<file path="config.mk">
export PLATFORM = sky130hd
export DESIGN_NAME = uart_ctrl
export DESIGN_NICKNAME = d
export VERILOG_FILES = /design/src/rtl/uart_ctrl.sv
export SDC_FILE = /design/constraint.sdc
export NUM_CORES = 1
export LEC_CHECK = 0
export CAP_MARGIN = 10
export CORE_MARGIN = 1.5
export CORE_UTILIZATION = 42
export DETAILED_ROUTE_END_ITERATION = 8
export PLACE_DENSITY = 0.86
export SYNTH_ARGS = -nofsm -noshare
export SYNTH_HDL_FRONTEND = slang
export SYNTH_SLANG_ARGS = --single-unit
export TNS_END_PERCENT = 5
</file>
<file path="constraint.sdc">
create_clock -name clk -period 2.4 [get_ports clk]
set_input_delay 0.48 -clock clk [delete_from_list [all_inputs] [get_ports clk]]
set_output_delay 0.48 -clock clk [all_outputs]
set_load 0.02 [all_outputs]
</file>
<file path="src/rtl/uart_ctrl.sv">
// uart_ctrl: register-mapped UART controller with rx FIFO, tx holding register and tx handshake FSM
module uart_ctrl #(
    parameter int RX_FIFO_DEPTH = 4
) (
    input  logic        clk,
    input  logic        reset,
    input  logic        cs,
    input  logic        as,
    input  logic        rw,
    input  logic        addr,
    input  logic [31:0] wr_data,
    output logic [31:0] rd_data,
    output logic        rdy,
    input  logic        rx_busy,
    input  logic        rx_end,
    input  logic [7:0]  rx_data,
    output logic        tx_start,
    output logic [7:0]  tx_data,
    input  logic        tx_busy,
    input  logic        tx_end,
    output logic        irq_rx,
    output logic        irq_tx
);
    localparam int PW = (RX_FIFO_DEPTH > 1) ? $clog2(RX_FIFO_DEPTH) : 1;
    localparam int CW = PW + 1;
    localparam logic [CW-1:0] FULL = CW'(RX_FIFO_DEPTH);

    typedef enum logic [1:0] {IDLE, START, WAIT} state_t;

    logic [7:0]    mem [RX_FIFO_DEPTH];
    logic [PW-1:0] rd_ptr, wr_ptr;
    logic [CW-1:0] count;
    logic          rx_overrun, tx_done, rx_ie, tx_ie, tx_overflow, tx_pending;
    logic [7:0]    tx_hold;
    state_t        state, state_nx;
    logic          acc, rd_acc, stat_wr, data_wr, pop, push, launch, done_evt;
    logic [31:0]   status, rd_val;
    logic          unused_in;

    assign unused_in = ^{rx_busy, wr_data[31:8]};
    assign acc       = cs & as;
    assign rd_acc    = acc & rw;
    assign stat_wr   = acc & ~rw & ~addr;
    assign data_wr   = acc & ~rw & addr;
    assign pop       = rd_acc & addr & (count != '0);
    // a full FIFO still accepts a byte when the same cycle pops the head
    assign push      = rx_end & ((count != FULL) | pop);
    assign status    = {25'h0, tx_overflow, tx_ie, rx_ie, tx_done, rx_overrun,
                        tx_pending | (state != IDLE), count != '0};
    assign rd_val    = pop ? {24'h0, mem[rd_ptr]} : (rd_acc & ~addr) ? status : 32'h0;
    assign irq_rx    = rx_ie & ((count != '0) | rx_overrun);
    assign irq_tx    = tx_ie & tx_done;

    // bus response: one-cycle rdy with registered read data, zero otherwise
    always_ff @(posedge clk or posedge reset) begin
        if (reset) begin
            rdy     <= 1'b0;
            rd_data <= 32'h0;
        end else begin
            rdy     <= acc;
            rd_data <= rd_val;
        end
    end

    // rx FIFO pointers and occupancy; pop is taken before push
    always_ff @(posedge clk or posedge reset) begin
        if (reset) begin
            rd_ptr <= '0;
            wr_ptr <= '0;
            count  <= '0;
        end else begin
            if (push) wr_ptr <= wr_ptr + 1'b1;
            if (pop) rd_ptr <= rd_ptr + 1'b1;
            count <= count + CW'(push) - CW'(pop);
        end
    end

    // rx FIFO storage needs no reset since occupancy gates every read
    always_ff @(posedge clk) begin
        if (push) mem[wr_ptr] <= rx_data;
    end

    // status flags, interrupt enables and tx holding register; sticky sets win over clears
    always_ff @(posedge clk or posedge reset) begin
        if (reset) begin
            rx_ie       <= 1'b0;
            tx_ie       <= 1'b0;
            rx_overrun  <= 1'b0;
            tx_done     <= 1'b0;
            tx_overflow <= 1'b0;
            tx_pending  <= 1'b0;
            tx_hold     <= 8'h0;
            tx_start    <= 1'b0;
            tx_data     <= 8'h0;
        end else begin
            if (stat_wr) begin
                rx_ie <= wr_data[4];
                tx_ie <= wr_data[5];
            end
            rx_overrun  <= (rx_end & ~push) | (rx_overrun & ~(stat_wr & wr_data[2]));
            tx_done     <= done_evt | (tx_done & ~(stat_wr & wr_data[3]));
            tx_overflow <= (data_wr & tx_pending) | (tx_overflow & ~(stat_wr & wr_data[6]));
            tx_pending  <= (data_wr & ~tx_pending) | (tx_pending & ~launch);
            if (data_wr & ~tx_pending) tx_hold <= wr_data[7:0];
            tx_start <= launch;
            if (launch) tx_data <= tx_hold;
        end
    end

    // tx FSM state register
    always_ff @(posedge clk or posedge reset) begin
        if (reset) state <= IDLE;
        else state <= state_nx;
    end

    // tx FSM next state
    always_comb begin
        state_nx = (state == IDLE && launch)   ? START :
                   (state == START && tx_busy) ? WAIT  :
                   (state == WAIT && tx_end)   ? IDLE  : state;
    end

    // tx FSM outputs: launch a pending byte from IDLE, flag completion from WAIT
    always_comb begin
        launch   = (state == IDLE) & tx_pending & ~tx_busy;
        done_evt = (state == WAIT) & tx_end;
    end
endmodule

</file>
==> impl_metrics.csv <==
group,metric,value,unit
run_status,outcome,"finished clean",
synth,synthArstFlopShare,56.2,%
drt,wirelength_met1,2300,µm
synth,yosysWarnings,0,
critical_path,crit_arrival,1.82,ns
power_and_ir_drop,share_comb_of_total_power,30.3,%
placed_design,io_buffers,44,
final_layout,finalNetCount,319,
critical_path,path_cells,"or3_1 -> buf_4 -> o21a_1 -> dlygate4sd2_1",
power_and_ir_drop,power,4.10,mW
floorplanning,start_util,42.9,%
timing,hold-worst-slack,0.506,ns
synth,ys_ff_latch,73,
clock_network,cts.sinks,73,
drt,antenna_left,0,
power_and_ir_drop,powerDensity,1050,nW/µm²
drt,wl_met2,2970,µm
timing,slew_headroom,60.5,%
drt,via_count,1766,
critical_path,crit_family,"buffers and inverters",
clock_network,htreeDepth,3,
timing,period_share,95.7,%
final_layout,antennaDiodeCount,0,
synth,synth-seq-area-share,64.6,%
clock_network,clk_latency,0.34,ns
timing,max_freq,435,MHz
global_route,overflow,0,
global_route,grt_pass1_vias,1787,
clock_network,cts_tree,"built",
placed_design,dp_hpwl,4000,µm
placed_design,gp_congestion,0.725,
final_layout,fin_cells,366,
drt,post_drt_via_cell_ratio,4.83,
global_route,grt_max_degree,42,
timing,post-route-min-period,2.30,ns
power_and_ir_drop,p_sw,1.25,mW
power_and_ir_drop,switching_share,30.5,%
power_and_ir_drop,leakagePower,1.63,nW
floorplanning,die_area,7850,µm²
synth,synth_cells,195,
critical_path,critPathSlowestCell,"dfrtp_1",
timing,setup_viol,0,
timing,fin_skew,0.00617,ns
drt,highest_layer,"met4",
drt,avgRoutedWirePerCell,15.7,µm
floorplanning,core,7180,µm²
worst_hold_path,hold_class,"flop to flop",
global_route,grt_pass1_wl,8800,µm
power_and_ir_drop,pwr-share-seq,48.1,%
synth,avgSynthCellArea,15.8,µm²
drt,firstDrtPassIters,4,
global_route,antenna_found_initial,0,
final_layout,drive_gt1_share,24.7,%
drt,drt_wl_total,5730,µm
synth,yosys.cell_types.count,36,
power_and_ir_drop,power_frac_clock,21.6,%
flow_run,cap_viol_max_count,0,
critical_path,worst-path-buf-inv,2,
floorplanning,io_pins,94,
floorplanning,die_x,88.6,µm
critical_path,path_class,"flop to primary output",
synth,ys_dominant_reg_cell,"dfrtp_1",
critical_path,end_kind,"primary output",
critical_path,cp_slowest_stage_delay,0.43,ns
final_layout,area_growth_syn_to_layout,26.9,%
critical_path,start_kind,"flop",
synth,syn_area,3080,µm²
timing,grt_setup_unrepaired,"no",
floorplanning,rows,31,
drt,drc,0,
power_and_ir_drop,p_int,2.85,mW
global_route,grt_usage,15.8,%
critical_path,crit_fanout,4,
final_layout,stdcell_area,3910,µm²
placed_design,place_area,3700,µm²
timing,maxSlewViolCount,0,
timing,hold_viol_final,0,
clock_network,clk_path_buf_depth,2,
clock_network,cts_buffers,9,
timing,setup_tns,0,ns
floorplanning,die_h,88.6,µm
placed_design,dp.cells,349,
power_and_ir_drop,ir_drop,395,µV
critical_path,required,1.92,ns
timing,max_slew.worst_pin.slew,0.592,ns
clock_network,cts_root_buffer,"clkbuf_8",
clock_network,clk_pin_slew,0.07,ns
drt,dr.first_iter.drc_count,92,
synth,synth_edf_count,32,
drt,met3WireLength,279,µm
-- worst reg2reg max path, delay by kind of cell (launching register included) --
family | cells | cell delay (ns)
flops | 1 | 0.43
simple gates | 2 | 0.59
xor+xnor | 2 | 0.29
buf+inv | 1 | 0.04
fa+ha+maj | 3 | 0.81
-- cell usage in the layout (no fill, tap or decap), drive strengths merged, types with 5 or more instances in the layout --
cell type	instances
clkdlybuf4s50	39
inv	12
a32o	5
mux2	19
clkbuf	14
mux4	8
edfxtp	32
conb	24
dfrtp	41
and2	7
ha	6
buf	18
-- flip-flops by register name (all words and copies together), names as in the netlist, 2 cells and up --
register  cells
count         3
mem          32
rd_data       8
rd_ptr        2
state         2
tx_data       8
tx_hold       8
wr_ptr        2
-- area by class of cell --
class	count	area, µm²
Clock buffer	14	174
Tap cell	99	124
Timing Repair Buffer	62	622
Multi-Input combinational cell	104	943
Clock inverter	2	10.0
Inverter	12	45.0
Fill cell	562	3270
Sequential cell	73	1990
-- Yosys cell counts, types with 2 or more instances --
master     count  area share, %
dfrtp_1       41             33
edfxtp_1      32             31
buf_4         24            5.9
mux2_2        19            7.0
inv_1         11            1.3
mux4_2         8            5.9
and2_1         7            1.4
ha_1           6            2.4
a32o_1         5            1.6
a21oi_1        3           0.49
buf_2          3           0.49
nand2_1        3           0.37
o2bb2ai_1      3           0.85
xor2_1         3           0.85
a31oi_1        2           0.41
clkbuf_1       2           0.24
nor2_1         2           0.24
o21ai_0        2           0.33
xnor2_1        2           0.57
-- power groups by stage --
stage | combinational [mW] | clock (mW) | sequential (mW)
after floorplan | 0.746 | 0 | 1.96
after global placement | 1.19 | 0 | 1.96
after detailed placement | 1.24 | 0 | 2.00
after CTS | 1.24 | 0.903 | 1.97
after global routing | 1.36 | 0.947 | 2.02
final | 1.24 | 0.885 | 1.97
-- logic make-up after synthesis --
| family | Yosys count | share of synthesized area, % |
|---|---|---|
| flip-flops | 73 | 64.6 |
| other | 1 | 0.122 |
| buffers and inverters | 41 | 8.05 |
| AO/OA/AOI/OAI | 19 | 4.80 |
| AND/OR/NAND/NOR | 22 | 5.12 |
| adder cells (fa/ha/maj) | 7 | 3.09 |
| multiplexers | 27 | 12.8 |
| XOR/XNOR | 5 | 1.42 |
-- through the flow --
stage / setup slack, ns / utilization [%]
5_1_grt: 0.0153 / 54.4
6_report: 0.104 / 54.4
3_5_place_dp: -0.365 / 51.5
4_1_cts: 0.00401 / 54.1
3_3_place_gp: -0.352 / 51.5
2_1_floorplan: 0.0578 / -
-- routing by layer --
metal	GRT usage [%]	up-vias
met3	4.85	17
met4	9.09	0
met2	25.3	75
met1	19.0	882
li1	-	792
met5	0	-
-- what timing repair did --
item | in CTS | in global routing
pin swaps | 2 | 3
hold buffers | 0 | 0
buffers inserted | 0 | 1
resized for setup | 1 | 6
endpoints found under the setup margin | 2 | 1
-- worst paths after layout --
path | startpoint | end | slack, ns | depth (start not counted)
worst min register to register | tx_data[5] | tx_data[5] | 0.51 | 1
worst min-delay path | tx_data[5] | tx_data[5] | 0.51 | 1
worst max-delay path | count[2] | irq_rx | 0.10 | 4
min in group asynchronous | reset | tx_hold[4] | 0.57 | 3
max in group asynchronous | reset | rd_data[7] | 1.48 | 3
worst max register to register | count[2] | count[2] | 0.14 | 8
Power figures use the tool's default switching activity.
